<file path="config.mk">
export PLATFORM = sky130hd
export DESIGN_NAME = m_burst_drain_flat
export DESIGN_NICKNAME = d
export VERILOG_FILES = /design/src/rtl/m_burst_drain_if.sv /design/src/rtl/m_burst_drain.sv /design/src/flat_wrapper.sv
export SDC_FILE = /design/constraint.sdc
export NUM_CORES = 1
export LEC_CHECK = 0
export ABC_AREA = 1
export CORE_UTILIZATION = 45
export DETAILED_ROUTE_END_ITERATION = 6
export DONT_BUFFER_PORTS = 1
export PLACE_DENSITY = 0.61
export RECOVER_POWER = 50
export SYNTH_ARGS = -nofsm -noshare
export SYNTH_HDL_FRONTEND = slang
export SYNTH_SLANG_ARGS = --single-unit
</file>
<file path="constraint.sdc">
create_clock -name clk -period 1.23 [get_ports clk]
set_clock_uncertainty 0.1 [all_clocks]
set_input_delay 0.1845 -clock clk [delete_from_list [all_inputs] [get_ports clk]]
set_output_delay 0.1845 -clock clk [all_outputs]
set_load 0.005 [all_outputs]
</file>
<file path="src/rtl/m_burst_drain_if.sv">
// Bundles the FIFO read side and the output stream of the burst drain.
// Latency: none; wires only.
// Backpressure: out_ready from the sink, fifo_pop back to the FIFO.
interface m_burst_drain_if #(
    parameter int WIDTH = 8,
    parameter int DEPTH = 9
);
    localparam int CW = $clog2(DEPTH + 1);

    logic [WIDTH-1:0] fifo_data;
    logic             fifo_empty;
    logic [CW-1:0]    fifo_count;
    logic             fifo_pop;
    logic             out_valid;
    logic             out_ready;
    logic [WIDTH-1:0] out_data;
    logic             out_last;

    // master: the burst drain itself
    modport master (
        input  fifo_data, fifo_empty, fifo_count, out_ready,
        output fifo_pop, out_valid, out_data, out_last
    );

    // slave: the FIFO plus the burst sink surrounding the drain
    modport slave (
        output fifo_data, fifo_empty, fifo_count, out_ready,
        input  fifo_pop, out_valid, out_data, out_last
    );
endinterface

</file>
<file path="src/rtl/m_burst_drain.sv">
// Waits for BURST_LEN queued FIFO words, then pops them back-to-back onto a registered stream, tagging the final beat with out_last.
// Latency: 1 cycle from threshold to first pop; pop in cycle N shows on out_data in cycle N+1; 1 word/cycle with out_ready high.
// Backpressure: a stalled output register (out_valid & ~out_ready) blocks popping; M_BURST_DRAIN_TIMEOUT_EN adds partial-burst flush.
module m_burst_drain #(
    parameter int               WIDTH     = 8,
    parameter int               DEPTH     = 9,
    parameter int               BURST_LEN = 4,
    parameter int               TIMEOUT   = 16,
    parameter logic [WIDTH-1:0] RESET_VAL = '0
) (
    input  logic             clk,
    input  logic             rst_n,
    m_burst_drain_if.master  bus,
    output logic             busy
);
    localparam int            CW          = $clog2(DEPTH + 1);
    localparam logic [CW-1:0] BURST_LEN_C = CW'(BURST_LEN);
    localparam logic [CW-1:0] ONE         = CW'(1);

    typedef enum logic {
        IDLE  = 1'b0,
        BURST = 1'b1
    } state_t;

    state_t        state;
    state_t        state_nxt;
    logic [CW-1:0] beat_cnt;
    logic [CW-1:0] len;
    logic [CW-1:0] len_nxt;
    logic          pop_ok;
    logic          pop;
    logic          last_pop;
    logic          start;
    logic          timed_out;

`ifdef M_BURST_DRAIN_TIMEOUT_EN
    localparam int            WW           = $clog2(TIMEOUT + 1);
    localparam logic [WW-1:0] TIMEOUT_LAST = WW'(TIMEOUT - 1);

    logic [WW-1:0] wait_cnt;
    logic          partial;

    // a non-empty FIFO that is still short of a full burst
    assign partial   = (bus.fifo_count != '0) && (bus.fifo_count < BURST_LEN_C);
    assign timed_out = (state == IDLE) && partial && (wait_cnt == TIMEOUT_LAST);

    // count idle cycles spent holding a partial burst; any FSM movement restarts the wait
    always_ff @(posedge clk or negedge rst_n) begin
        if (!rst_n) begin
            wait_cnt <= '0;
        end else if ((state != IDLE) || (state_nxt != IDLE) || !partial) begin
            wait_cnt <= '0;
        end else begin
            wait_cnt <= wait_cnt + WW'(1);
        end
    end
`else
    // without the flush option a partial FIFO is simply held
    assign timed_out = 1'b0;
`endif

    // state register
    always_ff @(posedge clk or negedge rst_n) begin
        if (!rst_n) begin
            state <= IDLE;
        end else begin
            state <= state_nxt;
        end
    end

    // next state, burst length selection and the pop strobe
    always_comb begin
        state_nxt = state;
        len_nxt   = len;
        start     = 1'b0;
        pop       = 1'b0;
        last_pop  = 1'b0;
        pop_ok    = ~bus.out_valid | bus.out_ready;
        case (state)
            IDLE: begin
                if (bus.fifo_count >= BURST_LEN_C) begin
                    start     = 1'b1;
                    state_nxt = BURST;
                    len_nxt   = BURST_LEN_C;
                end else if (timed_out) begin
                    start     = 1'b1;
                    state_nxt = BURST;
                    len_nxt   = bus.fifo_count;
                end
            end
            BURST: begin
                pop      = ~bus.fifo_empty & pop_ok;
                last_pop = pop & (beat_cnt == len - ONE);
                if (last_pop) begin
                    state_nxt = IDLE;
                end
            end
            default: state_nxt = IDLE;
        endcase
    end

    assign bus.fifo_pop = pop;
    assign busy         = (state == BURST);

    // burst length and beat position within the current burst
    always_ff @(posedge clk or negedge rst_n) begin
        if (!rst_n) begin
            len      <= '0;
            beat_cnt <= '0;
        end else begin
            len <= len_nxt;
            if (start) begin
                beat_cnt <= '0;
            end else if (pop) begin
                beat_cnt <= last_pop ? '0 : beat_cnt + ONE;
            end
        end
    end

    // output register: load on pop, empty when drained without a refill
    always_ff @(posedge clk or negedge rst_n) begin
        if (!rst_n) begin
            bus.out_valid <= 1'b0;
            bus.out_last  <= 1'b0;
            bus.out_data  <= RESET_VAL;
        end else if (pop) begin
            bus.out_valid <= 1'b1;
            bus.out_last  <= last_pop;
            bus.out_data  <= bus.fifo_data;
        end else if (bus.out_valid && bus.out_ready) begin
            bus.out_valid <= 1'b0;
            bus.out_last  <= 1'b0;
        end
    end

    m_assert_params: assert property (@(posedge clk)
        (BURST_LEN >= 1) && (BURST_LEN <= DEPTH) && (TIMEOUT >= 1))
        else $error("BAD PARAMETERS!");

    m_assert_pop_empty: assert property (@(posedge clk) disable iff (!rst_n)
        bus.fifo_pop |-> !bus.fifo_empty)
        else $error("POP ON EMPTY!");

    m_assert_stall_stable: assert property (@(posedge clk) disable iff (!rst_n)
        (bus.out_valid && !bus.out_ready) |=> ($stable(bus.out_data) && $stable(bus.out_last)))
        else $error("OUT_DATA CHANGED WHILE STALLED!");
endmodule

</file>
<file path="src/flat_wrapper.sv">
// flat-port wrapper written by rule: the top's interface ports become plain ports
module m_burst_drain_flat 
#(
    parameter int               WIDTH     = 8,
    parameter int               DEPTH     = 9,
    parameter int               BURST_LEN = 4,
    parameter int               TIMEOUT   = 16,
    parameter logic [WIDTH-1:0] RESET_VAL = '0
)
  (clk, rst_n, busy, bus_fifo_data, bus_fifo_empty, bus_fifo_count, bus_out_ready, bus_fifo_pop, bus_out_valid, bus_out_data, bus_out_last);
  m_burst_drain_if #(.WIDTH(WIDTH), .DEPTH(DEPTH)) bus_i ();
  input  logic clk;
  input  logic rst_n;
  output logic busy;
  input wire logic [$bits(bus_i.fifo_data)-1:0] bus_fifo_data;
  input wire logic [$bits(bus_i.fifo_empty)-1:0] bus_fifo_empty;
  input wire logic [$bits(bus_i.fifo_count)-1:0] bus_fifo_count;
  input wire logic [$bits(bus_i.out_ready)-1:0] bus_out_ready;
  output wire logic [$bits(bus_i.fifo_pop)-1:0] bus_fifo_pop;
  output wire logic [$bits(bus_i.out_valid)-1:0] bus_out_valid;
  output wire logic [$bits(bus_i.out_data)-1:0] bus_out_data;
  output wire logic [$bits(bus_i.out_last)-1:0] bus_out_last;
  assign bus_i.fifo_data = bus_fifo_data;
  assign bus_i.fifo_empty = bus_fifo_empty;
  assign bus_i.fifo_count = bus_fifo_count;
  assign bus_i.out_ready = bus_out_ready;
  assign bus_fifo_pop = bus_i.fifo_pop;
  assign bus_out_valid = bus_i.out_valid;
  assign bus_out_data = bus_i.out_data;
  assign bus_out_last = bus_i.out_last;
  m_burst_drain #(.WIDTH(WIDTH), .DEPTH(DEPTH), .BURST_LEN(BURST_LEN), .TIMEOUT(TIMEOUT), .RESET_VAL(RESET_VAL)) u_core (.clk(clk), .rst_n(rst_n), .bus(bus_i), .busy(busy));
endmodule
</file>
Word level (Yosys, flattened, before mapping)
Index checks and enable logic that the tools add are counted.
W data, S select, Z words.
Storage, ports and cells
  bits in registers: 16
  output and inout bits: 12
Cells by class
  $add $sub $neg: 2
  magnitude comparators: 1
  eq/ne operators: 1
  mux-type cells: 12
  bitwise gates (word level): 6
  reductions and logical operators: 4
Operator list (count)
  $mux W4: 3
  $mux W1: 8
  $add A4 B1 Y4 const B: 1
  $eq A4 B4 Y1: 1
  $ge A4 B3 Y1 const B: 1
  $reduce_bool A2 Y1: 2
  $sub A3 B1 Y4 const B: 1
  $not A1 Y1: 3
  $and A1 B1 Y1: 2
  $pmux W1 S2: 1
  $reduce_and A2 Y1: 1
  $logic_and A1 B1 Y1: 1
  $or A1 B1 Y1: 1

Longest topological paths before layout
  word-level depth: 8
  depth in mapped cells: 8
  gate-level depth less buffers: 8

Worst setup path after synthesis
Ideal clock, no wire load.
  kind: register -> register
  from: reg u_core.state (netlist: u_core.busy)
  to: reg u_core.state (netlist: u_core.busy)
  data arrival time: 0.887 ns
  required time: 1.007 ns
  slack: 0.120 ns
  stages on the path, launching flop included: 7
  path buffers: 0
  cells stage by stage: dfrtp_1 -> inv_2 -> nor2_4 -> nand2_4 -> inv_4 -> nand3_2 -> a21boi_1
Between the ends
  cells in the longest elaborated chain, start to end: 2
Ends and longest elaborated chain
  start: declaration: line m_burst_drain.sv:25  | state_t state;
  start signal: assignment: line m_burst_drain.sv:67  | state <= state_nxt;
  $not A1 Y1: line m_burst_drain.sv:79  | case (state)
  $pmux W1 S2 (*): line m_burst_drain.sv:79
  net u_core.state_nxt: line m_burst_drain.sv:26  | state_t state_nxt;
The timed path passes the listed nets; every way through them passes the cells marked *.
A chain may end at the register's enable or synchronous reset.

Final worst setup path
  from: reg u_core.bus.out_valid
  to: out bus_fifo_pop
Between the ends
  cells in the longest elaborated chain, start to end: 4
Ends and longest elaborated chain
  start: declaration: line m_burst_drain_if.sv:22  | output fifo_pop, out_valid, out_data, out_last
  start signal: assignment: line m_burst_drain.sv:123  | bus.out_valid <= 1'b0;
  start signal: assignment: line m_burst_drain.sv:127  | bus.out_valid <= 1'b1;
  start signal: assignment: line m_burst_drain.sv:131  | bus.out_valid <= 1'b0;
  $not A1 Y1: line m_burst_drain.sv:78  | pop_ok = ~bus.out_valid | bus.out_ready;
  $or A1 B1 Y1: line m_burst_drain.sv:78
  $and A1 B1 Y1: line m_burst_drain.sv:92  | pop = ~bus.fifo_empty & pop_ok;
  $mux W1: line m_burst_drain.sv:79
  end: declaration: line flat_wrapper.sv:19  | output wire logic [$bits(bus_i.fifo_pop)-1:0] bus_fifo_pop;
No other way between the ends.

==> results.md <==
Run status
* status: finished with violations
* violations in the final reports: DRC, hold timing, setup timing

Yosys
* dominant combinational cell family by area after synthesis: simple AND/OR/NAND/NOR gates
* cell area after technology mapping: 785 µm²
* share of synthesized cell area in and, or, nand and nor gates: 0.329
* number of synthesized register bits: 16
* post-synthesis cell count: 85
* synthesized area divided by synthesized cell count: 9.23 µm²
* fraction of the mapped netlist area in compound gates: 0.0526
* Yosys Warn Count: 0
* portion of the post-synthesis area used by sequential elements: 0.510
* xor and xnor fraction of the mapped netlist area: 0.0112
* Post-Syn Nets: 102
* share of synthesized cell area in full adder, half adder and majority cells: 0.0159
* number of unique standard cell types used by synthesis: 22
* fraction of synthesized area in multiplexers: 0

Floorplan
* number of standard-cell rows in the floorplan: 14
* die height: 43.8 µm
* placeable core area: 1560 µm²
* overall die width: 43.8 µm
* full die area: 1910 µm²
* IO Pins: 28
* Starting Density: 0.503

Critical path
* Critical Path Source Type: flop
* critical setup path kind: flop to primary output
* element type at the critical path end: primary output
* critical path fanouts, max: 5
* critical path required time: 0.95 ns
* critical path launch point: u_core.bus.out_valid$_DFFE_PN0P_
* R2R Path Start: u_core.bus.out_valid$_DFFE_PN0P_
* Data arrival, critical path: 1.06 ns

CTS
* clock-pin slew on the worst setup and hold paths: 0.10 ns
* level count of the clock H-tree: 1
* cell at the root of the clock tree: sky130_fd_sc_hd__clkbuf_4
* buffers from clock root to sink, at most: 2
* hold-fix buffers at CTS: 12
* clk sinks: 16
* TritonCTS clock tree: yes
* number of buffers inserted during clock tree synthesis: 3
* source-to-sink clock delay at the later pin of the worst-skew pair: 0.30 ns

Hold path
* worst hold path type: input port to flop
* hold path startpoint: bus_out_ready

Layout
* area growth from synthesis to layout: 47.0%
* layout cells sized above 1: 0.429
* Net count, final: 130
* non-filler cells in the finished layout: 128
* number of antenna diodes: 0
* final cell area excluding filler cells: 1150 µm²
* layout filler cell count: 104

Global route
* met2 usage: 0.343
* global-route met3 utilization: 0.0625
* global-route layer with the greatest usage: met2
* all-layer global routing usage: 0.203
* wire length of the first global-routing pass: 2700 µm
* maximum number of pins on one net before global-route repair: 17
* antenna violations before repair: 0
* global route total overflow: 0
* met1 global-route usage: 0.217
* via count of the first global-routing pass: 654

Power and ir drop
* leakage power: 0.581 nW
* total power per unit cell area: 1590 nW/µm²
* Max IR drop VDD: 847 µV

Timing
* number of hold violations in the final report: 1
* Final WS setup: -0.111 ns
* final worst hold slack: -0.00657 ns
* unrepaired setup endpoints after global routing: true
* Final Max Tran Viols: 0
* clock period minus worst slack: 1.34 ns
* share of the cycle needed by the critical path after routing: 1.09
* Highest Clock Rate: 0.746 GHz
* Setup Viol. Count Final: 14
* Least-Margin Pin Slew: 0.716 ns
* headroom to the max-slew limit: 0.521

Place
* standard cell area after detailed placement: 816 µm²
* gpl congestion: 0.704
* instance count after placement with tap cells included: 103
* DP Wirelength: 981 µm
* count of input and output buffers: 0

Route
* Routed Wire Length: 1740 µm
* vias after detailed routing: 641
* Post-route DRC: 2
* detail-routed net length per standard cell: 13.6 µm
* violation count after the first detailed-route iteration: 7
* average vias per placed instance: 5.01
* residual antenna-violating net count after detailed routing: 0
* Detailed Routing Iterations Pass 1: 5

Job
* max-cap violation count: 0

-- cells by family (layout without fill, tap and decap cells) --
| logic type | after synthesis | count (layout) |
|---|---|---|
| buf+inv | 10 | 37 |
| simple gates | 51 | 51 |
| compound gates | 6 | 6 |
| xor+xnor | 1 | 1 |
| flops | 16 | 16 |
| fa+ha+maj | 1 | 1 |
-- registers in the layout (all words and copies together), names as in the netlist --
name and flops:
u_core.bus.out_data 8, u_core.busy 1, u_core.bus.out_last 1, u_core.len 1, u_core.beat_cnt 4, u_core.bus.out_valid 1
-- power breakdown --
part	switching, W	internal [W]	total (W)	leakage [nW]
Clock	0.000180	0.000181	0.000361	0.0210
Sequential	0.000124	0.000659	0.000782	0.191
Combinational	0.000342	0.000348	0.000689	0.370
Total	0.000645	0.00119	0.00183	0.581
-- metal layers --
metal  wire length (µm)  up-vias  part of all wire
met3                 91        5             0.052
met5                  0        -                 0
met1                763      291              0.44
met2                845       24              0.49
li1                   -      321                 -
met4                 42        0             0.024
-- final timing paths --
| path | slack, ns | to | depth (start not counted) |
|---|---|---|---|
| worst max-delay path | -0.11 | bus_fifo_pop | 4 |
| worst max register to register | -0.09 | u_core.beat_cnt[2]$_DFFE_PN0P_ | 9 |
| min in group asynchronous | 0.27 | u_core.bus.out_valid$_DFFE_PN0P_ | 1 |
| worst min-delay path | -0.007 | u_core.bus.out_valid$_DFFE_PN0P_ | 3 |
| max in group asynchronous | 0.31 | u_core.beat_cnt[3]$_DFFE_PN0P_ | 1 |
| worst min register to register | 0.39 | u_core.len[2]$_DFFE_PN0P_ | 2 |
-- area by class of cell --
class                      instances  area (µm²)  area share
sequential                        16         400       0.347
timing repair buffer              25         273       0.236
clock buffer                       4        36.3      0.0315
tap                               16        20.0      0.0174
multi-input combinational         59         392       0.339
inverter                           8        32.5      0.0282
-- layout by cell type (no fill, tap or decap), drive strengths merged --
cell type,Yosys,final
nand2,36,36
dfrtp,16,16
buf,2,13
dlygate4sd3,0,12
inv,8,8
nor2,7,7
nand3,7,7
clkbuf,0,4
o21ai,3,3
o21bai,2,2
a21boi,1,1
xor2,1,1
nand4,1,1
ha,1,1
-- synth_stat cells --
library cell | instances | area [µm²]
sky130_fd_sc_hd__o21bai_1 | 2 | 15.0
sky130_fd_sc_hd__inv_4 | 1 | 6.26
sky130_fd_sc_hd__inv_2 | 2 | 7.51
sky130_fd_sc_hd__nand2_2 | 10 | 62.6
sky130_fd_sc_hd__nand4_1 | 1 | 6.26
sky130_fd_sc_hd__nand2_4 | 2 | 22.5
sky130_fd_sc_hd__o21ai_2 | 1 | 8.76
sky130_fd_sc_hd__dfrtp_1 | 16 | 400
sky130_fd_sc_hd__ha_1 | 1 | 12.5
sky130_fd_sc_hd__buf_12 | 1 | 20.0
sky130_fd_sc_hd__o21ai_0 | 1 | 5.00
sky130_fd_sc_hd__nor2_2 | 1 | 6.26
sky130_fd_sc_hd__o21ai_1 | 1 | 5.00
sky130_fd_sc_hd__nand3_2 | 1 | 10.0
sky130_fd_sc_hd__nor2_1 | 5 | 18.8
sky130_fd_sc_hd__buf_6 | 1 | 11.3
sky130_fd_sc_hd__inv_1 | 5 | 18.8
sky130_fd_sc_hd__a21boi_1 | 1 | 7.51
sky130_fd_sc_hd__nand3_1 | 6 | 30.0
sky130_fd_sc_hd__xor2_1 | 1 | 8.76
sky130_fd_sc_hd__nand2_1 | 24 | 90.1
sky130_fd_sc_hd__nor2_4 | 1 | 11.3
-- critical path, stage by stage, from the launching register on --
cell                      delay [ns]
sky130_fd_sc_hd__dfrtp_1        0.43
sky130_fd_sc_hd__nand2_2        0.10
sky130_fd_sc_hd__nand2_4        0.06
sky130_fd_sc_hd__inv_4          0.06
sky130_fd_sc_hd__buf_12         0.11
-- repair_timing --
action	in CTS	in global routing
resized for setup	2	23
cloned	1	0
setup buffers	4	5
pin swaps	2	5
endpoints found under the setup margin	1	14
endpoints found under the hold margin	28	1
-- per-stage QoR --
step / setup TNS, ns / worst slack (ns) / util / hold WS, ns / power [W]
4_1_cts: -0.123 / -0.114 / 0.663 / -0.00493 / 0.00170
6_report: -0.907 / -0.111 / 0.740 / -0.00657 / 0.00183
5_1_grt: -1.73 / -0.168 / 0.740 / -0.0197 / 0.00196
3_5_place_dp: 0 / 0.0670 / 0.523 / -0.211 / 0.00123
3_3_place_gp: 0 / 0.0822 / 0.523 / -0.211 / 0.00122
2_1_floorplan: 0 / 0.120 / - / -0.211 / 0.00112
No activity file was read; power rests on OpenSTA's default activity.
